`config.mk`:
```
export PLATFORM = sky130hd
export DESIGN_NAME = mux_4to1_rr
export DESIGN_NICKNAME = d
export VERILOG_FILES = /design/src/rtl/mux4_pkg.sv /design/src/rtl/rr_arb_4.sv /design/src/rtl/mux_4to1_rr.sv
export SDC_FILE = /design/constraint.sdc
export NUM_CORES = 1
export LEC_CHECK = 0
export BUFFER_PORTS_ARGS = -buffer_cell sky130_fd_sc_hd__buf_4
export CORE_ASPECT_RATIO = 0.75
export CORE_MARGIN = 10
export CORE_UTILIZATION = 49
export CTS_CLUSTER_DIAMETER = 100
export DETAILED_ROUTE_END_ITERATION = 16
export HOLD_SLACK_MARGIN = 0.05
export PLACE_DENSITY = 0.82
export SYNTH_ARGS = -nofsm -noshare
export SYNTH_HDL_FRONTEND = slang
export SYNTH_HIERARCHICAL = 1
export SYNTH_SLANG_ARGS = --single-unit
export TNS_END_PERCENT = 50
```
`constraint.sdc`:
```
create_clock -name clk -period 7.2 [get_ports clk]
set_clock_uncertainty 0.1 [all_clocks]
set_input_delay 0.36 -clock clk [delete_from_list [all_inputs] [get_ports clk]]
set_output_delay 0.36 -clock clk [all_outputs]
set_load 0.02 [all_outputs]
```
`src/rtl/mux4_pkg.sv`:
```
// Shared constants, state encoding and the round-robin pick function for the
// four-channel stream merger.
package mux4_pkg;

  localparam int NUM_CH = 4;
  localparam int SEL_W  = 2;
  localparam int CNT_W  = 16;

  localparam logic ST_EMPTY = 1'b0;
  localparam logic ST_FULL  = 1'b1;

  typedef enum logic {
    S_EMPTY = ST_EMPTY,
    S_FULL  = ST_FULL
  } state_t;

  // Search cyclically starting one past ptr; the first requesting channel wins.
  // The 2-bit index wraps naturally, so ptr=3 makes channel 0 the first candidate.
  function automatic logic [NUM_CH-1:0] rr_pick(input logic [SEL_W-1:0] ptr,
                                                input logic [NUM_CH-1:0] valid);
    logic [SEL_W-1:0] idx;
    logic             found;
    rr_pick = '0;
    found   = 1'b0;
    for (int i = 1; i <= NUM_CH; i++) begin
      idx = ptr + SEL_W'(i);
      if (!found && valid[idx]) begin
        rr_pick[idx] = 1'b1;
        found        = 1'b1;
      end
    end
  endfunction

endpackage

```
`src/rtl/rr_arb_4.sv`:
```
// Four-way round-robin arbiter: combinational one-hot grant from the priority
// pointer, with the pointer moved to the winner whenever a grant is taken.
module rr_arb_4
  import mux4_pkg::*;
(
  input  logic             clk,
  input  logic             rst_n,
  input  logic [NUM_CH-1:0] valid,
  input  logic             en,
  output logic [NUM_CH-1:0] grant,
  output logic [SEL_W-1:0]  sel
);

  logic [SEL_W-1:0] ptr;

  assign grant = rr_pick(ptr, valid);

  // Encode the one-hot grant into a channel index.
  always_comb begin
    sel = '0;
    for (int k = 0; k < NUM_CH; k++) begin
      if (grant[k]) sel = SEL_W'(k);
    end
  end

  // Winner becomes lowest priority for the next arbitration.
  always_ff @(posedge clk or negedge rst_n) begin
    if (!rst_n) begin
      ptr <= SEL_W'(NUM_CH - 1);
    end else if (en && |grant) begin
      ptr <= sel;
    end
  end

endmodule

```
`src/rtl/mux_4to1_rr.sv`:
```
// Four-to-one valid/ready stream merger with round-robin arbitration and a
// single registered output stage; o_sel tags each beat with its source channel.
// Optional build macro MUX4_GRANT_CNT_EN adds grant_cnt, four 16-bit saturating
// per-channel accepted-beat counters.
module mux_4to1_rr
  import mux4_pkg::*;
#(
  parameter int width = 8
) (
  input  logic             clk,
  input  logic             rst_n,
  input  logic [width-1:0] i0_data,
  input  logic [width-1:0] i1_data,
  input  logic [width-1:0] i2_data,
  input  logic [width-1:0] i3_data,
  input  logic [3:0]       i_valid,
  output logic [3:0]       i_ready,
  output logic [width-1:0] o_data,
  output logic [1:0]       o_sel,
  output logic             o_valid,
`ifdef MUX4_GRANT_CNT_EN
  output logic [63:0]      grant_cnt,
`endif
  input  logic             o_ready
);

  state_t           state;
  state_t           state_nxt;
  logic             load;
  logic             any_vld;
  logic [3:0]       grant;
  logic [1:0]       sel_c;
  logic [width-1:0] data_c;

  // Stage can take a new beat when empty or when its current beat leaves now.
  assign load    = !o_valid || o_ready;
  assign any_vld = |i_valid;
  assign i_ready = {4{load}} & grant;
  assign o_valid = (state == S_FULL);

  rr_arb_4 u_arb (
    .clk   (clk),
    .rst_n (rst_n),
    .valid (i_valid),
    .en    (load),
    .grant (grant),
    .sel   (sel_c)
  );

  // Payload steering for the granted channel.
  always_comb begin
    data_c = i0_data;
    case (sel_c)
      2'd0:    data_c = i0_data;
      2'd1:    data_c = i1_data;
      2'd2:    data_c = i2_data;
      default: data_c = i3_data;
    endcase
  end

  // Output stage occupancy register.
  always_ff @(posedge clk or negedge rst_n) begin
    if (!rst_n) state <= S_EMPTY;
    else        state <= state_nxt;
  end

  // Occupancy next-state: fill on any request, empty only on drain without refill.
  always_comb begin
    state_nxt = state;
    case (state)
      S_EMPTY: if (any_vld) state_nxt = S_FULL;
      S_FULL:  if (o_ready && !any_vld) state_nxt = S_EMPTY;
      default: state_nxt = S_EMPTY;
    endcase
  end

  // Capture the granted beat; payload and tag hold otherwise.
  always_ff @(posedge clk or negedge rst_n) begin
    if (!rst_n) begin
      o_data <= '0;
      o_sel  <= '0;
    end else if (load && any_vld) begin
      o_data <= data_c;
      o_sel  <= sel_c;
    end
  end

`ifdef MUX4_GRANT_CNT_EN
  logic [CNT_W-1:0] cnt [NUM_CH];

  // Count accepted input beats per channel, sticking at all-ones.
  always_ff @(posedge clk or negedge rst_n) begin
    if (!rst_n) begin
      for (int k = 0; k < NUM_CH; k++) cnt[k] <= '0;
    end else begin
      for (int k = 0; k < NUM_CH; k++) begin
        if (i_ready[k] && cnt[k] != {CNT_W{1'b1}}) cnt[k] <= cnt[k] + 1'b1;
      end
    end
  end

  assign grant_cnt = {cnt[3], cnt[2], cnt[1], cnt[0]};
`endif

endmodule

```
== Word-level counts from Yosys, hierarchy flattened ==
Index checks and enable logic that the tools add are counted.

* Add/sub/neg operators: 3
* Multiply operators: 0
* Div/mod/pow operators: 0
* Order comparisons: 8
* Equality and inequality tests: 2
* Shifts and indexed selects: 0
* Mux-type cells: 30
* Bitwise operators: 5
* Reduce and logical (&&, ||, !) cells: 19

{| class="wikitable"
|+ Operator list
! cell !! number
|-
| one-hot mux 8 bit (3 select lines) || 1
|-
| two-way mux 4 bit || 4
|-
| two-way mux 1 bit || 14
|-
| less-than comparator 2 x 3 -> 1 bit, second input constant || 4
|-
| bitwise OR 4 bit || 3
|-
| logical AND 1 bit || 10
|-
| binary-select mux 1 bit (select 2 bit) || 4
|-
| demux 1 bit (select 2 bit) || 4
|-
| >= comparator 2 x 1 -> 1 bit, second input constant || 4
|-
| OR reduction 4 bit || 2
|-
| zero test 1 bit || 5
|-
| adder 2 bit, second input constant || 2
|-
| AND 4 bit || 1
|-
| two-way mux 2 bit || 2
|-
| adder 2 x 1 -> 2 bit, second input constant || 1
|-
| equality test 2 x 1 -> 1 bit, second input constant || 1
|-
| equality test 2 bit, second input constant || 1
|-
| zero test 2 bit || 1
|-
| one-hot mux 1 bit (2 select lines) || 1
|-
| logical OR 1 bit || 1
|-
| NOT 1 bit || 1
|}

* Register bits after elaboration: 13
* Bits in latches: 0
* Bits in writable memories: 0
* Memory bits (read-only): 0
* Input port bits: 39
* Output and inout port bits: 15
* Memories: 0

== Longest topological paths before layout ==
* Depth in word-level cells: 18
* Mapped depth: 11

== Cells and area by module ==
Netlist, hierarchy kept.

{| class="wikitable"
|+ Modules (own cells, without submodules)
! module !! times used !! cells an instance !! area an instance (µm²) !! seq. area each (µm²)
|-
| mux_4to1_rr || 1 || 40 || 685.7 || 275.3
|-
| rr_arb_4 || 1 || 42 || 439.2 || 52.6
|}

== Worst setup path before layout ==
Ideal clock, no wire load.

* Kind: flip-flop to flip-flop
* Start: reg u_arb.ptr[0]
* End: reg o_data[0]
* Setup time: 0.125 ns
* Arrival: 3.262 ns
* Slack: 3.713 ns
* Cell stages (with the launch flop): 11
* Buffers on the path: 2
* Period minus slack after synthesis: 3.487 ns
* Cells stage by stage: dfstp_2 -> buf_6 -> inv_1 -> ha_1 -> mux4_2 -> nor4b_4 -> a221oi_1 -> o21bai_2 -> buf_6 -> mux4_2 -> mux2_4

* Cells in the longest elaborated chain, start to end: 18
* Elaborated cells between the ends (all ways): 54

{| class="wikitable"
|+ Ends and longest elaborated chain
! item !! line !! text
|-
| from (decl) || rr_arb_4.sv:14 || <nowiki>logic [SEL_W-1:0] ptr;</nowiki>
|-
| from (signal assigned) || rr_arb_4.sv:29 || <nowiki>ptr <= SEL_W'(NUM_CH - 1);</nowiki>
|-
| from (signal assigned) || rr_arb_4.sv:31 || <nowiki>ptr <= sel;</nowiki>
|-
| parallel branches: the longest is 12 deep, another holds less-than comparator 2 x 3 -> 1 bit || n/a ||
|-
| two-way mux 4 bit * || mux4_pkg.sv:27 || <nowiki>if (!found && valid[idx]) begin</nowiki>
|-
| two-way mux 1 bit || rr_arb_4.sv:22 || <nowiki>if (grant[k]) sel = SEL_W'(k);</nowiki>
|-
| two-way mux 2 bit || rr_arb_4.sv:22 ||
|-
| two-way mux 2 bit * || rr_arb_4.sv:22 ||
|-
| named net sel_c[0] || mux_4to1_rr.sv:32 || <nowiki>logic [1:0] sel_c;</nowiki>
|-
| equality test 2 bit, or another cell as far along || mux_4to1_rr.sv:53 || <nowiki>case (sel_c)</nowiki>
|-
| one-hot mux 8 bit (3 select lines) * || mux_4to1_rr.sv:53 ||
|-
| to (signal assigned) || mux_4to1_rr.sv:83 || <nowiki>o_data <= data_c;</nowiki>
|-
| to (decl) || mux_4to1_rr.sv:18 || <nowiki>output logic [width-1:0] o_data,</nowiki>
|}

Mark *: on every way through the listed nets, which the timed path passes. The select of a mux whose other input is x is not followed.
A chain may end at the register's enable or synchronous reset.

== Worst setup path in the final report ==
* Start: reg u_arb.ptr[0]
* End: reg o_data[2]

The elaborated chain is that of the path after synthesis.

==> run metrics <==
status=finished, final reports clean; main area contributors after synthesis=dfrtp_1 (24%), mux4_2 (24%), mux2_4 (13%); area grow syn2layout=38.9%; sequential power share=0.183; # hold bufs at CTS=1; top-count cell post-synth=mux4_2; DR WL/cell=slightly below 20 µm; initial antenna violation count=0; post-synth cell types=21; Clk Latency, worst-skew pair=between 0.2 and 0.3 ns; initial core utilization=0.535; switch share=0.413; RSZ-0062 raised after global routing=no; reg-to-reg setup timing slack=3.21 ns; H-tree Lvls=1; WL final=3180 µm; dpl cell area=1530 µm²; Die Y-Extent=between 60 and 70 µm; setup TNS=0 ns; CP required=around 7.3 ns; HPWL after detailed placement=approximately 2700 µm; Post-route DRC=0; CTS buffer count=3; postcts setup bufs=0; Sw Pwr=about 0.34 mW; register area share after synthesis=0.291; first-pass GRT wire length=4670 µm; Routed Antenna Nets=0; Final WS setup=approximately 3.2 ns; largest net degree at the start of global routing=14; 1st-pass router iterations=4; CTS clk-pin slew, worst paths=~0.090 ns; clock share of power=0.057; worst hold path class=in2reg; DIE AREA=4630 µm²; prevailing post-synth register cell=dfrtp_1; clk sinks=13; number of diodes=0; IO Count=54; final hold viol count=0; Cell Rows=14; cell taking the most area after synthesis=dfrtp_1; worst rel slew slack=0.540; synth warn=6; fraction of final layout cells sized beyond drive strength 1=0.635; CTS tree=done; Final nets=185; Pwr Density=between 500 and 600 nW/µm²; Worst setup EP type=flop; # fillers=between 100 and 150; design area=1560 µm²; post-synthesis register bit count=13; Initial DRC Count=65; All-Layer GR Usage=0.132; Synth Cell Area=between 1000 and 1500 µm²; Congestion Overflow GR=0; fmax=between 0.2 and 0.3 GHz; die width=between 70 and 80 µm; Worst Path Max Fanout=10; post_cts resized=0; Mean Syn Cell Area=13.7 µm²; critical path class=reg2reg; Via density=approximately 6; logic gate share of total power=0.760; post-synth net total=129; max-slew violations=0; routed via count=950; core area=2100 µm²; crit share post-route=0.555; post-layout min period=approximately 4.0 ns; Yosys top cell area share=0.245; number of global-route vias before repair=approximately 1000; Synth Instances=slightly above 80; CTS root buf=clkbuf_4; ys async rst share=1.00; Max-cap violations=0; Pint=between 0.4 and 0.5 mW; leakage power=0.746 nW; Place WS=roughly 3.2 ns; CP startpoint kind=flop; worst path arrival time=4.06 ns; Post-synth EDFFs=0; top cells by count, synth=mux4_2 (12), dfrtp_1 (11), mux2_4 (10), nand2_1 (10), ha_1 (8); port bufs=53; CTS max path bufs=2; maximum vdd drop=about 0.25 mV; RePlAce Congestion=between 0.8 and 0.9; Final Setup Violations=0; actual transition at the worst max-transition pin=0.689 ns
==> path summary, 6_finish.rpt <==
path | to | cells past startpoint | start
setup reg to reg | o_data[2] | 8 | u_arb/ptr[0]
max in group asynchronous | u_arb/ptr[0] | 2 | rst_n
min in group asynchronous | o_data[0] | 2 | rst_n
hold reg to reg | o_data[2] | 1 | o_data[2]
hold / removal | o_valid | 3 | i_valid[2]
setup / recovery | o_data[2] | 8 | u_arb/ptr[0]
==> area by class of cell <==
cell class,instances,area [µm²],area share
Multi-Input combinational cell,62,756,0.484
Timing Repair Buffer,54,408,0.261
Sequential cell,13,328,0.210
Tap cell,24,30.0,0.0192
Clock buffer,4,26.3,0.0168
Inverter,4,15.0,0.00961
==> worst max-delay path, cell delays in order (launching register included) <==
cell      delay, ns
dfstp_2        0.67
inv_1          0.14
ha_1           0.34
mux4_2         0.63
nor4b_4        0.36
a221oi_1       0.17
o21bai_2       0.60
mux4_2         0.59
mux2_4         0.26
==> cell usage in the layout (no fill, tap or decap), drive strengths merged <==
cell type / n
mux2: 10
clkbuf: 4
dfrtp: 11
a221oi: 1
a221o: 3
dlygate4sd3: 1
nor3b: 1
mux4: 12
buf: 53
dfstp: 2
or2: 1
nand2: 10
nor4: 1
and2: 4
a21oi: 1
ha: 8
inv: 4
o21ai: 6
a22o: 2
nor4b: 1
o21bai: 1
==> flip-flops by register name, summed over array words and instances (netlist names) <==
signal,flops
u_arb/ptr,2
o_valid,1
o_sel,2
o_data,8
==> per-stage QoR <==
stage / util / hold WS, ns / cells / total power [mW]
2_1_floorplan: - / -0.0356 / 82 / 0.657
3_3_place_gp: 0.726 / 0.110 / 156 / 0.767
3_5_place_dp: 0.726 / 0.114 / 156 / 0.788
4_1_cts: 0.743 / 0.227 / 161 / 0.838
5_1_grt: 0.743 / 0.246 / 161 / 0.885
6_report: 0.743 / 0.229 / 161 / 0.831
==> cell families (layout without fill, tap and decap cells) <==
logic type               after synthesis  after routing  synth area share
AO/OA/AOI/OAI                         14             14             0.102
multiplexers                          22             22             0.374
flip-flops                            13             13             0.291
adder cells (fa/ha/maj)                8              8            0.0890
buffers and inverters                  7             62            0.0367
AND/OR/NAND/NOR                       18             18             0.107
==> layer usage <==
layer | vias to the layer above | track usage | routed length [µm] | share of wire
met5 | - | 0 | 0 | 0
met4 | 0 | 0.0580 | 57 | 0.018
li1 | 428 | - | - | -
met3 | 6 | 0.0289 | 231 | 0.073
met2 | 45 | 0.243 | 1810 | 0.57
met1 | 471 | 0.144 | 1080 | 0.34
==> power by group through the flow <==
stage / sequential (mW) / clock (mW) / combinational, mW
after global routing: 0.160 / 0.0527 / 0.673
after global placement: 0.151 / 0 / 0.616
after floorplan: 0.177 / 0 / 0.480
after detailed placement: 0.153 / 0 / 0.635
after CTS: 0.153 / 0.0488 / 0.636
final: 0.152 / 0.0478 / 0.632
No activity file was read; power rests on OpenSTA's default activity.
